--- config.mk ---
export PLATFORM = sky130hd
export DESIGN_NAME = score_seg_renderer
export DESIGN_NICKNAME = d
export VERILOG_FILES = /design/src/rtl/pong_pkg.sv /design/src/rtl/bcd_seg7_decode.sv /design/src/rtl/score_seg_renderer.sv
export SDC_FILE = /design/constraint.sdc
export NUM_CORES = 1
export LEC_CHECK = 0
export ABC_CLOCK_PERIOD_IN_PS = 5400
export BUFFER_PORTS_ARGS = -buffer_cell sky130_fd_sc_hd__buf_2
export CAP_MARGIN = 20
export CORE_MARGIN = 2
export CORE_UTILIZATION = 45
export CTS_CLUSTER_SIZE = 28
export DETAILED_ROUTE_END_ITERATION = 16
export PLACE_DENSITY_LB_ADDON = 0.08
export SYNTH_ARGS = -nofsm -noshare
export SYNTH_HDL_FRONTEND = slang
export SYNTH_SLANG_ARGS = --single-unit
--- constraint.sdc ---
create_clock -name clk -period 5.4 [get_ports clk]
set_input_delay 0.54 -clock clk [delete_from_list [all_inputs] [get_ports clk]]
set_output_delay 0.54 -clock clk [all_outputs]
set_load 0.005 [all_outputs]
--- src/rtl/pong_pkg.sv ---
// Shared constants and types for the pong renderers: segment indices,
// unscaled seven-segment glyph geometry and the BCD digit type.
package pong_pkg;

  localparam int SEG_A = 0;
  localparam int SEG_B = 1;
  localparam int SEG_C = 2;
  localparam int SEG_D = 3;
  localparam int SEG_E = 4;
  localparam int SEG_F = 5;
  localparam int SEG_G = 6;

  localparam int SEG_THICK = 5;
  localparam int SEG_LEN   = 16;
  localparam int CELL_W    = 26;
  localparam int CELL_H    = 39;

  typedef logic [3:0] bcd_t;

  // Half-open interval test [lo, hi) on an 11-bit cell coordinate.
  function automatic logic in_span(input logic [10:0] v, input int lo, input int hi);
    return (v >= 11'(lo)) && (v < 11'(hi));
  endfunction

endpackage

--- src/rtl/bcd_seg7_decode.sv ---
// Combinational BCD to seven-segment decoder, active-high segments a..g
// on bits SEG_A..SEG_G; codes 10..15 decode to blank.
module bcd_seg7_decode
  import pong_pkg::*;
(
  input  bcd_t       bcd,
  output logic [6:0] seg
);

  // Bit order {g,f,e,d,c,b,a}.
  always_comb begin
    // NOTE: default first so every path assigns seg and no latch is inferred.
    seg = 7'b000_0000;
    unique case (bcd)
      4'd0:    seg = 7'b011_1111;
      4'd1:    seg = 7'b000_0110;
      4'd2:    seg = 7'b101_1011;
      4'd3:    seg = 7'b100_1111;
      4'd4:    seg = 7'b110_0110;
      4'd5:    seg = 7'b110_1101;
      4'd6:    seg = 7'b111_1101;
      4'd7:    seg = 7'b000_0111;
      4'd8:    seg = 7'b111_1111;
      4'd9:    seg = 7'b110_1111;
      default: seg = 7'b000_0000;
    endcase
  end

endmodule

--- src/rtl/score_seg_renderer.sv ---
// Saturating BCD score counter plus a 2-stage pixel pipeline that draws the
// score as scaled seven-segment digits. Optional blink-on-change: SCORE_FLASH_EN.
module score_seg_renderer
  import pong_pkg::*;
#(
  parameter int DIGITS       = 2,
  parameter int SCALE        = 1,
  parameter int DIGIT_GAP    = 8,
  parameter int FLASH_FRAMES = 30
) (
  input  logic                clk,
  input  logic                reset,
  input  logic [9:0]          start_x,
  input  logic [9:0]          start_y,
  input  logic [9:0]          x,
  input  logic [9:0]          y,
  input  logic                pix_valid_in,
  input  logic                score_inc,
  input  logic                score_clr,
  input  logic                frame_tick,
  output logic [4*DIGITS-1:0] score,
  output logic                max_reached,
  output logic                pix_valid_out,
  output logic                display
);

  localparam int CW    = CELL_W * SCALE;
  localparam int CH    = CELL_H * SCALE;
  localparam int PITCH = CW + DIGIT_GAP;
  localparam int T     = SEG_THICK * SCALE;
  localparam int L     = SEG_LEN * SCALE;
  localparam int Y_MID = 17 * SCALE;
  localparam int Y_LOW = 22 * SCALE;
  localparam int Y_BOT = 34 * SCALE;

  // ---------------- score counter ----------------
  logic [4*DIGITS-1:0] score_q, score_d;
  logic                max_q, max_d;
  logic                carry;

  always_comb begin
    score_d = score_q;
    carry   = 1'b1;
    if (score_clr) begin
      score_d = '0;
    end else if (score_inc && !max_q) begin
      // Low nibble is the LSD; ripple the decimal carry toward digit 0.
      for (int j = 0; j < DIGITS; j++) begin
        if (carry) begin
          if (score_q[4*j +: 4] == 4'd9) begin
            score_d[4*j +: 4] = 4'd0;
          end else begin
            score_d[4*j +: 4] = score_q[4*j +: 4] + 4'd1;
            carry             = 1'b0;
          end
        end
      end
    end
    max_d = 1'b1;
    for (int j = 0; j < DIGITS; j++) begin
      if (score_d[4*j +: 4] != 4'd9) max_d = 1'b0;
    end
  end

  // ---------------- stage 1: locate cell ----------------
  logic [10:0] dx, dy, rem;
  logic        found;
  logic        in_box1_d, in_box1_q;
  logic [10:0] cx_d, cx_q, cy_d, cy_q;
  bcd_t        nib_d, nib_q;
  logic        valid1_q;

  always_comb begin
    dx        = {1'b0, x} - {1'b0, start_x};
    dy        = {1'b0, y} - {1'b0, start_y};
    // NOTE: blocking assignments here model a combinational chain; rem is
    // rewritten step by step within one evaluation.
    rem       = dx;
    found     = 1'b0;
    in_box1_d = 1'b0;
    cx_d      = '0;
    cy_d      = dy;
    nib_d     = '0;
    if (!dx[10] && !dy[10] && (dy < 11'(CH))) begin
      for (int i = 0; i < DIGITS; i++) begin
        if (!found) begin
          if (rem < 11'(CW)) begin
            in_box1_d = 1'b1;
            cx_d      = rem;
            nib_d     = score_q[4*(DIGITS-1-i) +: 4];
            found     = 1'b1;
          end else if (rem < 11'(PITCH)) begin
            found = 1'b1;  // inter-digit gap
          end else begin
            rem = rem - 11'(PITCH);
          end
        end
      end
    end
  end

  // ---------------- stage 2: segment hit ----------------
  logic [6:0] seg_lit, seg_hit;
  logic       blank;
  logic       display_d, display_q;
  logic       valid2_q;

  bcd_seg7_decode u_decode (
    .bcd (nib_q),
    .seg (seg_lit)
  );

  always_comb begin
    seg_hit        = '0;
    seg_hit[SEG_A] = in_span(cx_q, T, T + L)   && in_span(cy_q, 0, T);
    seg_hit[SEG_B] = in_span(cx_q, T + L, CW)  && in_span(cy_q, T, Y_MID);
    seg_hit[SEG_C] = in_span(cx_q, T + L, CW)  && in_span(cy_q, Y_LOW, Y_BOT);
    seg_hit[SEG_D] = in_span(cx_q, T, T + L)   && in_span(cy_q, Y_BOT, CH);
    seg_hit[SEG_E] = in_span(cx_q, 0, T)       && in_span(cy_q, Y_LOW, Y_BOT);
    seg_hit[SEG_F] = in_span(cx_q, 0, T)       && in_span(cy_q, T, Y_MID);
    seg_hit[SEG_G] = in_span(cx_q, T, T + L)   && in_span(cy_q, Y_MID, Y_LOW);
    display_d      = (|(seg_hit & seg_lit)) && in_box1_q && valid1_q && !blank;
  end

`ifdef SCORE_FLASH_EN
  localparam int FW = ($clog2(FLASH_FRAMES + 1) < 3) ? 3 : $clog2(FLASH_FRAMES + 1);

  logic [FW-1:0] flash_q, flash_d;
  logic          score_changed;

  always_comb begin
    score_changed = score_clr || (score_inc && !max_q);
    flash_d       = flash_q;
    if (score_changed) begin
      flash_d = FW'(FLASH_FRAMES);
    end else if (frame_tick && (flash_q != '0)) begin
      flash_d = flash_q - FW'(1);
    end
    blank = (flash_q != '0) && flash_q[2];
  end

  always_ff @(posedge clk) begin
    if (reset) flash_q <= '0;
    else       flash_q <= flash_d;
  end
`else
  logic unused_frame_tick;
  assign unused_frame_tick = frame_tick;
  assign blank             = 1'b0;
`endif

  // ---------------- state registers ----------------
  always_ff @(posedge clk) begin
    // NOTE: non-blocking assignments for all state so every flop samples
    // the pre-edge values regardless of statement order.
    if (reset) begin
      score_q   <= '0;
      max_q     <= 1'b0;
      in_box1_q <= 1'b0;
      cx_q      <= '0;
      cy_q      <= '0;
      nib_q     <= '0;
      valid1_q  <= 1'b0;
      valid2_q  <= 1'b0;
      display_q <= 1'b0;
    end else begin
      score_q   <= score_d;
      max_q     <= max_d;
      in_box1_q <= in_box1_d;
      cx_q      <= cx_d;
      cy_q      <= cy_d;
      nib_q     <= nib_d;
      valid1_q  <= pix_valid_in;
      valid2_q  <= valid1_q;
      display_q <= display_d;
    end
  end

  assign score         = score_q;
  assign max_reached   = max_q;
  assign pix_valid_out = valid2_q;
  assign display       = display_q;

endmodule

==> results by group, run 1 <==
Outcome
  – Status: completed

Setup path
  – Crit-path max cell delay: 0.51 ns
  – R2R cell count: 7
  – Worst setup EP type: flop
  – FF-to-FF End: display
  – Critical path required time: 5.56 ns
  – Crit-path leading delay family: compound AO/OA/AOI/OAI gates
  – CP cell instances: buf_2, ha_1, fa_1, nand2b_1, a211oi_2, o21ai_0, nand2_1, o2111ai_1, or3_1, a311oi_4, a22oi_1, nor2_2, inv_1, ha_1, o21ai_0, a32oi_1
  – Startpoint Class: primary input
  – Critical path class: primary input to flop
  – Worst r2r src: cy_q[1]
  – Crit-path max FO: 8
  – CP max stage cell: or3_1
  – R2R setup slack: 3.40 ns
  – Buffers & Inverters on Critical Path: 2
  – WP data arrival: 4.34 ns

Logic synthesis
  – Library cells used by synthesis: 81
  – EDFF count, synth: 0
  – Asr flop ratio synth: 0%
  – Flops & latches, synth: 42
  – Ys flop type: dfxtp_1
  – Mapped Area: 3324 um2
  – Cells after synthesis: 409
  – Part of the Yosys area used for sequential elements: 25.29%
  – Syn avg cell area: 8.128 um2
  – Yosys warnings: 0

Clock tree
  – Clock root buffer: clkbuf_8
  – Max H-tree Level: 2
  – Clock Pin Slew Worst Setup and Hold Paths: 0.08 ns
  – CTS max path bufs: 2
  – Clk sink count: 42
  – Worst skew pair latency: 0.29 ns
  – CTS tree: yes
  – Post CTS Setup Buffer Count: 0
  – Resized Gates After CTS: 0
  – Post-CTS Hold Buffers: 0
  – CTS Buf Count: 5

Timing
  – Setup TNS: 0 ns
  – Slew Limit Fails: 0
  – Min Clock Period, post-route: 4.175 ns
  – Finish-stage setup viols: 0
  – Clock Skews: 0.008924 ns
  – Slew Limit Headroom: 53.99%
  – Tcrit/Tclk final: 77.32%
  – RSZ-0062 raised after global routing: no
  – Hold Fails Final Rpt: 0
  – Worst-margin pin slew: 0.6727 ns
  – Peak Freq: 239.5 MHz

Floorplan
  – I/O Pins: 57
  – Die height: 89.95 um
  – Placement Rows: 31
  – Die area: 8091 um2
  – Die Wd: 89.95 um
  – CORE AREA: 7214 um2
  – Initial Util: 46.08%

Placed design
  – Buffers on Ports: 55
  – Instance area after placement: 3680 um2
  – DP Wirelength: 5451 um
  – Placer congestion estimate: 0.8846

Routing
  – 1st-pass router iterations: 4
  – DR DRC count: 0
  – Initial DRC Count: 98
  – Antenna Nets Post-Route: 0
  – Routed length per placed instance: 11.98 um
  – Vias: 3027
  – Vias/cell: 5.339
  – Total Wirelength: 6793 um

Worst hold path
  – Worst Hold Path EP: valid1_q
  – Hold crit path type: primary input to flop
  – Hold wc startpoint: pix_valid_in
  – Hold path depth: 2

Pwr
  – Peak supply drop: 0.0001686 V
  – Leak: 1.687 nW
  – Pwr per Cell Area: 232.5 nW/um2

Finish
  – # diodes: 0
  – Synth-to-layout area growth: 14.83%
  – FF/Latch Area: 840.8 um2
  – Nets: 544
  – Multi-input gate area: 2275 um2
  – Cell area after layout: 3817 um2
  – Layout cells sized above 1: 20.30%
  – Most common cell after layout, fill and taps aside: buf_2
  – Commonest cells after routing, fill and taps aside: buf_2 (55), dfxtp_1 (42), inv_1 (39)
  – Fill count: 737

Global routing
  – Vias in the first global route: 2776
  – Initial antenna violation count: 0
  – First-pass GRT wire length: 12050 um
  – Overflow after GRT: 0
  – GRT Overall Usage: 17.22%
  – Largest net degree at the start of global routing: 20

Job
  – Max Cap Viol: 0
[how the worst max path moves through the flow]
| stage | start | to | depth (start not counted) |
|---|---|---|---|
| final | start_x[0] | u_decode.seg[4] | 16 |
| after detailed placement | start_x[0] | u_decode.seg[4] | 16 |
| after floorplan | x[0] | u_decode.seg[4] | 17 |
| after global placement | start_x[0] | u_decode.seg[4] | 16 |
| after global routing | start_x[0] | u_decode.seg[4] | 16 |
| after CTS | start_x[0] | u_decode.seg[4] | 16 |
[logic make-up after synthesis]
group,after synthesis,share of synthesized area [%]
xor+xnor,18,4.968
compound gates,125,27.21
fa+ha+maj,31,12.12
flops,42,25.29
other cells,1,0.1128
simple gates,139,22.85
mux,2,0.6022
buf+inv,51,6.849
[layer usage]
metal	wire [um]	track usage [%]	up-vias
li1	-	-	1603
met1	3304	22.01	1376
met2	3261	30.93	46
met3	202	2.850	2
met4	24	3.077	0
met5	0	0	-
[sequential cells by signal, summed over array words and instances, names as in the netlist]
register	count
cx_q	11
cy_q	11
score	8
u_decode.seg	7
display	1
in_box1_q	1
max_reached	1
pix_valid_out	1
valid1_q	1
[cells in the mapped netlist (all sizes together), types with 2 or more instances]
| cell type | n | area share, % |
|---|---|---|
| nand3 | 5 | 0.75 |
| o2111ai | 7 | 2.0 |
| or4 | 2 | 0.56 |
| nor2b | 13 | 2.4 |
| nor3b | 5 | 1.1 |
| a221oi | 2 | 0.53 |
| buf | 4 | 0.90 |
| clkbuf | 7 | 1.4 |
| nand4 | 7 | 1.3 |
| and3 | 4 | 0.87 |
| nor4 | 3 | 0.56 |
| o2bb2ai | 2 | 0.53 |
| a211oi | 3 | 0.83 |
| fa | 2 | 1.2 |
| o211ai | 3 | 0.83 |
| o21ai | 28 | 4.3 |
| a2111oi | 2 | 0.53 |
| o31ai | 3 | 0.83 |
| or2 | 3 | 0.56 |
| a21oi | 29 | 4.8 |
| ha | 29 | 11 |
| xor2 | 5 | 1.3 |
| nor3 | 16 | 2.4 |
| a31oi | 6 | 1.3 |
| or3 | 6 | 1.1 |
| inv | 40 | 4.5 |
| o31a | 2 | 0.56 |
| nand2b | 9 | 1.7 |
| nor2 | 33 | 3.9 |
| dfxtp | 42 | 25 |
| mux2i | 2 | 0.60 |
| a21o | 7 | 1.6 |
| o2111a | 3 | 1.0 |
| nand2 | 23 | 2.6 |
| a22oi | 4 | 0.90 |
| xnor2 | 13 | 3.7 |
| o21a | 8 | 1.8 |
| o21bai | 2 | 0.45 |
| nand3b | 2 | 0.45 |
[area by class of cell]
class / count / share of cell area (%)
Inverter: 40 / 3.933
Clock inverter: 3 / 1.803
Clock buffer: 5 / 1.803
Tap cell: 99 / 3.245
Timing Repair Buffer: 57 / 7.604
Sequential cell: 42 / 22.03
Multi-Input combinational cell: 321 / 59.59
[power by group]
| part | switching (W) | internal [W] | total (W) |
|---|---|---|---|
| clock | 0.000105 | 0.000185 | 0.000290 |
| combinational | 0.000151 | 0.000113 | 0.000265 |
| sequential | 0.00000981 | 0.000323 | 0.000333 |
[metrics by stage]
step	std cells	utilization, %	hold slack (ns)	power, W	setup slack, ns
after floorplan	414	-	0.4485	0.0005462	1.408
after global placement	559	51.01	0.4616	0.0006008	0.9608
after detailed placement	559	51.01	0.4781	0.0006051	0.9390
after CTS	567	52.91	0.4447	0.0008984	1.243
after global routing	567	52.91	0.4960	0.0009478	0.9482
final	567	52.91	0.4563	0.0008876	1.225
Note: power is estimated with default switching activity, not from simulation.
==> run 2: changes to the inputs <==
--- a/config.mk
+++ b/config.mk
@@ -5,7 +5,8 @@
 export SDC_FILE = /design/constraint.sdc
 export NUM_CORES = 1
 export LEC_CHECK = 0
-export ABC_CLOCK_PERIOD_IN_PS = 5400
+export ABC_AREA = 1
+export ABC_CLOCK_PERIOD_IN_PS = 4200
 export BUFFER_PORTS_ARGS = -buffer_cell sky130_fd_sc_hd__buf_2
 export CAP_MARGIN = 20
 export CORE_MARGIN = 2
==> constraint.sdc (replaced) <==
create_clock -name clk -period 4.2 [get_ports clk]
set_input_delay 0.42 -clock clk [delete_from_list [all_inputs] [get_ports clk]]
set_output_delay 0.42 -clock clk [all_outputs]
set_load 0.005 [all_outputs]
==> results by group, run 2 <==
Outcome
  – Status: completed

Pwr
  – Peak supply drop: 0.0001106 V (-34%)
  – Final Power: 0.001068 W (+20%)
  – Leak: 2.189 nW (+30%)
  – Pwr per Cell Area: 268.6 nW/um2 (+16%)

Floorplan
  – Die height: 92.06 um (+2.3%)
  – CORE AREA: 7607 um2 (+5.4%)
  – I/O Pins: 57 (unchanged)
  – Die Wd: 92.06 um (+2.3%)
  – Placement Rows: 32 (+3.2%)
  – Initial Util: 45.87% (-0.21 points)
  – Die area: 8475 um2 (+4.7%)

Timing
  – Min Clock Period, post-route: 3.429 ns
  – Tcrit/Tclk final: 81.65%
  – Final worst slack: 0.7707 ns (-0.4542 ns)
  – Slew Limit Fails: 0 (unchanged)
  – Hold Fails Final Rpt: 0 (unchanged)
  – Peak Freq: 291.6 MHz
  – RSZ-0062 raised after global routing: no
  – Finish-stage setup viols: 0 (unchanged)
  – Setup TNS: 0 ns (unchanged)
  – Fin Hold WS: 0.3411 ns (-0.1151 ns)
  – Clock Skews: 0.009577 ns (+0.0006525 ns)

Finish
  – Layout cells sized above 1: 19.11% (-1.2 points)
  – Synth-to-layout area growth: 13.91%
  – # diodes: 0 (unchanged)
  – Commonest cells after routing, fill and taps aside: nand2_1 (113), inv_1 (102), nor2_1 (60)
  – Nets: 662 (+22%)
  – Most common cell after layout, fill and taps aside: nand2_1
  – Layout Utilization: 52.25% (-0.66 points)

Placed design
  – Placer congestion estimate: 0.8490 (-4.0%)
  – Pre-CTS WS: 0.4548 ns (-0.4842 ns)
  – Buffers on Ports: 55 (unchanged)
  – DP Wirelength: 5797 um (+6.4%)

Setup path
  – Critical path required time: 4.43 ns (-1.13 ns)
  – Crit path top cell by count: nand2_1
  – Crit-path max cell delay: 0.40 ns (-0.11 ns)
  – Critical path class: primary input to flop
  – Buffers & Inverters on Critical Path: 5 (+3)
  – WP data arrival: 3.66 ns (-0.68 ns)
  – Crit-path leading delay family: simple AND/OR/NAND/NOR gates
  – Crit-path max FO: 15 (+7)
  – Worst setup EP type: flop
  – Startpoint Class: primary input
  – CP max stage cell: fa_1
  – CP cell instances: buf_2, ha_1, fa_1, xnor2_1, inv_1, ha_1, nand3_4, nand2_4, nand2_4, inv_4, nand2_4, nand2_1, o21ai_1, inv_1, nand3b_2, nand4_1, nand2_1, nand2_1, inv_1, ha_1, nand3b_1, nand2_1, nand2_1, nand2_1

Routing
  – DR DRC count: 0 (unchanged)
  – Initial DRC Count: 81 (-17%)
  – 1st-pass router iterations: 4 (unchanged)
  – Vias/cell: 4.747 (-11%)
  – Antenna Nets Post-Route: 0 (unchanged)
  – Routed length per placed instance: 9.839 um (-18%)
  – Vias: 3266 (+7.9%)
  – Total Wirelength: 6769 um (-0.35%)

Logic synthesis
  – Flops & latches, synth: 42 (unchanged)
  – Cells after synthesis: 522 (+28%)
  – Library cells used by synthesis: 44 (-46%)
  – Asr flop ratio synth: 0% (unchanged)
  – EDFF count, synth: 0 (unchanged)
  – Area leader, netlist: dfxtp_1
  – Most frequent cell after synthesis: nand2_1
  – Synth area leaders: dfxtp_1 (24%), nand2_1 (12%), inv_1 (11%)
  – Most frequent cells after synthesis: nand2_1 (113), inv_1 (102), nor2_1 (60)
  – Syn avg cell area: 6.685 um2 (-18%)
  – Mapped Area: 3490 um2 (+5.0%)
  – Post-synth top area share: 24.09% (-1.2 points)
  – Part of the Yosys area used for sequential elements: 24.09% (-1.2 points)
  – Ys flop type: dfxtp_1
  – Yosys warnings: 0 (unchanged)

Global routing
  – First-pass GRT wire length: 12500 um (+3.7%)
  – Overflow after GRT: 0 (unchanged)
  – GRT Overall Usage: 17.20% (-0.022 points)
  – Largest net degree at the start of global routing: 18 (-10%)
  – Initial antenna violation count: 0 (unchanged)
  – Vias in the first global route: 3119 (+12%)

Clock tree
  – CTS Buf Count: 5 (unchanged)
  – Clock Pin Slew Worst Setup and Hold Paths: 0.08 ns (about the same)
  – Max H-tree Level: 2 (unchanged)
  – Post-CTS Hold Buffers: 0 (unchanged)
  – CTS tree: yes
  – Clock root buffer: clkbuf_8
  – Post CTS Setup Buffer Count: 0 (unchanged)
  – Clk sink count: 42 (unchanged)
  – Worst skew pair latency: 0.29 ns (about the same)
  – CTS max path bufs: 2 (unchanged)
  – Resized Gates After CTS: 0 (unchanged)

Worst hold path
  – Hold crit path type: primary input to flop

Job
  – Max Cap Viol: 0 (unchanged)
## run 2: layer usage
| layer | vias up | track usage [%] | wire length, um |
|---|---|---|---|
| li1 | 1771 | - | - |
| met1 | 1447 | 20.60 | 3192 |
| met2 | 40 | 32.11 | 3342 |
| met3 | 8 | 2.794 | 155 |
| met4 | 0 | 3.731 | 79 |
| met5 | - | 0 | 0 |
## run 2: layout make-up
| cell class | count | area [um2] |
|---|---|---|
| sequential | 42 | 840.8 |
| timing repair buffer | 56 | 282.8 |
| clock inverter | 3 | 25.02 |
| inverter | 109 | 411.6 |
| fill | 800 | 3632 |
| clock buffer | 5 | 68.82 |
| tap | 102 | 127.6 |
| multi-input combinational | 371 | 2218 |
## run 2: cells by family (layout without fill, tap and decap cells)
logic type	count (synthesis)	in the layout	synth area share [%]
other	1	6	0.1075
XOR/XNOR	15	15	3.765
AND/OR/NAND/NOR	268	268	38.37
flip-flops	42	42	24.09
AO/OA/AOI/OAI	51	51	9.251
adder cells (fa/ha/maj)	31	31	11.55
buffers and inverters	114	173	12.87
## run 2: worst paths after layout
path	start	end	slack, ns	cells past startpoint
hold / removal	score_clr	score[4]	0.34	2
setup / recovery	start_x[0]	u_decode.seg[3]	0.77	24
hold reg to reg	valid1_q	pix_valid_out	0.44	2
setup reg to reg	cy_q[9]	display	2.26	12
## run 2: worst register-to-register path: stages (launching register included)
cell,delay (ns)
dfxtp_1,0.31
nor2_1,0.09
inv_1,0.05
nor3_1,0.27
nand4_1,0.16
a21oi_1,0.14
nor2_1,0.08
or3b_2,0.43
o211ai_1,0.10
nand2_1,0.07
nand3_1,0.07
nand3_1,0.07
inv_1,0.05
## run 2: stage by stage
stage | std cells | area (um2)
after global placement | 680 | 3881
final | 688 | 3975
after floorplan | 527 | 3508
after detailed placement | 680 | 3881
after CTS | 688 | 3975
after global routing | 688 | 3975
## run 2: report_power, final
part	internal [W]	leakage (nW)	total (W)	switching (W)
Sequential	0.000416	0.345	0.000427	0.0000101
Clock	0.000120	0.0447	0.000260	0.000140
Combinational	0.000143	1.80	0.000381	0.000239
==> run 3: changes to the inputs <==
--- a/config.mk
+++ b/config.mk
@@ -6,7 +6,7 @@
 export NUM_CORES = 1
 export LEC_CHECK = 0
 export ABC_AREA = 1
-export ABC_CLOCK_PERIOD_IN_PS = 4200
+export ABC_CLOCK_PERIOD_IN_PS = 2860
 export BUFFER_PORTS_ARGS = -buffer_cell sky130_fd_sc_hd__buf_2
 export CAP_MARGIN = 20
 export CORE_MARGIN = 2
==> constraint.sdc (replaced) <==
create_clock -name clk -period 2.86 [get_ports clk]
set_input_delay 0.286 -clock clk [delete_from_list [all_inputs] [get_ports clk]]
set_output_delay 0.286 -clock clk [all_outputs]
set_load 0.005 [all_outputs]
==> results by group, run 3 (same netlist as run 2, synthesis figures left out) <==
Pwr
  – Pwr per Cell Area: 396.3 nW/um2 (+48%)
  – Final Power: 0.001891 W (+77%)
  – Leak: 2.588 nW (+18%)
  – Peak supply drop: 0.0001865 V (+69%)

Setup path
  – Worst setup path endpoint: u_decode.seg[5]
  – Crit-path leading delay family: simple AND/OR/NAND/NOR gates
  – Startpoint Class: primary input
  – Critical path depth: 28 (+17%)
  – Crit-path max cell delay: 0.37 ns (-0.03 ns)
  – Worst r2r src: cy_q[9]
  – Critical path required time: 3.06 ns (-1.37 ns)
  – Worst setup EP type: flop
  – CP max stage cell: fa_2
  – FF-to-FF End: display
  – WP data arrival: 3.09 ns (-0.57 ns)
  – R2R cell count: 12 (unchanged)
  – Crit-path max FO: 5 (-10)
  – R2R setup slack: 0.83 ns (-1.43 ns)
  – Critical path class: primary input to flop
  – Crit path top cell by count: nand2_1
  – Critical path origin: x[0]
  – Buffers & Inverters on Critical Path: 8 (+3)

Timing
  – Tcrit/Tclk final: 101.2%
  – Hold Fails Final Rpt: 0 (unchanged)
  – Finish-stage setup viols: 3 (+3)
  – RSZ-0062 raised after global routing: yes
  – Slew Limit Fails: 0 (unchanged)
  – Clock Skews: 0.006498 ns (-0.003079 ns)
  – Min Clock Period, post-route: 2.895 ns
  – Final worst slack: -0.03456 ns (-0.8052 ns)
  – Peak Freq: 345.5 MHz

Floorplan
  – I/O Pins: 57 (unchanged)
  – CORE AREA: 7607 um2 (unchanged)
  – Die height: 92.06 um (unchanged)
  – Die area: 8475 um2 (unchanged)
  – Die Wd: 92.06 um (unchanged)
  – Initial Util: 45.87% (unchanged)
  – Placement Rows: 32 (unchanged)

Placed design
  – DP Wirelength: 6384 um (+10%)
  – Pre-CTS WS: -0.3811 ns (-0.8359 ns)
  – Instance area after placement: 4277 um2 (+10%)
  – Buffers on Ports: 55 (unchanged)
  – Placer congestion estimate: 0.8444 (-0.54%)

Clock tree
  – Worst skew pair latency: 0.29 ns (about the same)
  – CTS tree: yes
  – Max H-tree Level: 2 (unchanged)
  – Clock root buffer: clkbuf_8
  – Clk sink count: 42 (unchanged)
  – CTS Buf Count: 5 (unchanged)
  – CTS max path bufs: 2 (unchanged)
  – Clock Pin Slew Worst Setup and Hold Paths: 0.08 ns (about the same)
  – Post-CTS Hold Buffers: 0 (unchanged)

Global routing
  – Overflow after GRT: 0 (unchanged)
  – Initial antenna violation count: 0 (unchanged)
  – Largest net degree at the start of global routing: 18 (unchanged)
  – GRT Overall Usage: 19.98% (+2.8 points)
  – First-pass GRT wire length: 13990 um (+12%)
  – Vias in the first global route: 3305 (+6.0%)

Worst hold path
  – Hold wc startpoint: pix_valid_in
  – Hold path depth: 3 (+1)
  – Hold crit path type: primary input to flop

Finish
  – Fill count: 689 (-14%)
  – Nets: 735 (+11%)
  – Multi-input gate area: 2414 um2 (+8.8%)
  – FF/Latch Area: 840.8 um2 (unchanged)
  – Layout cells sized above 1: 32.93% (+14 points)
  – Most common cell after layout, fill and taps aside: nand2_1
  – Commonest cells after routing, fill and taps aside: nand2_1 (102), inv_1 (97), buf_4 (69)
  – Cell area after layout: 4772 um2 (+20%)
  – # diodes: 0 (unchanged)
  – Synth-to-layout area growth: 36.75%

Routing
  – Wl on met1: 3957 um (+24%)
  – Routed length per placed instance: 10.51 um (+6.8%)
  – Met3 WL: 292 um (+88%)
  – Initial DRC Count: 93 (+15%)
  – Max Used Layer: met4
  – Vias: 3530 (+8.1%)
  – WL met2: 3614 um (+8.1%)
  – DR DRC count: 0 (unchanged)
  – Vias/cell: 4.639 (-2.3%)
  – 1st-pass router iterations: 4 (unchanged)
  – Antenna Nets Post-Route: 0 (unchanged)
  – Total Wirelength: 7995 um (+18%)

Outcome
  – Status: finished, violations left
  – Failing checks: negative setup slack

Job
  – Max Cap Viol: 0 (unchanged)
-- run 3: power breakdown --
part,internal [W],switching (W),total [W]
sequential,0.000612,0.0000151,0.000627
clock,0.000261,0.000189,0.000450
combinational,0.000388,0.000426,0.000814
total,0.00126,0.000630,0.00189
-- run 3: how the worst min path moves through the flow --
stage	endpoint	slack, ns
4_1_cts	score[4]	0.19
2_1_floorplan	score[4]	0.38
3_5_place_dp	display	0.43
6_report	valid1_q	0.20
5_1_grt	valid1_q	0.20
3_3_place_gp	display	0.42
-- run 3: repair_timing --
item                                    in CTS  in global routing
pin swaps                                    6                 23
setup buffers                               20                  5
gates cloned                                 0                  1
resized for setup                           12                 35
endpoints found under the setup margin       4                  8
-- run 3: per-stage QoR --
stage	instances	TNS, ns	util (%)	hold WS [ns]
after floorplan	527	-0.2124	-	0.3772
after global placement	728	-1.859	56.22	0.4226
after detailed placement	728	-2.629	56.22	0.4260
after CTS	756	0	60.33	0.1905
after global routing	761	-1.393	62.73	0.2023
final	761	-0.06442	62.73	0.2002
-- run 3: routing by layer --
metal	track usage [%]	up-vias
met1	26.39	1531
met2	32.84	59
met5	0	-
met4	5.721	0
met3	4.273	13
li1	-	1927
-- run 3: layout make-up --
type / instances / share of cell area (%)
multi-input cells: 372 / 50.58
clock inverters: 1 / 0.6293
well taps: 102 / 2.674
flip-flops and latches: 42 / 17.62
repair buffers: 128 / 17.91
clock buffers: 7 / 1.599
inverters: 109 / 8.993
-- run 3: worst min-delay path, stage by stage --
cell	delay, ns
buf_2	0.08
inv_1	0.03
nor2_1	0.07
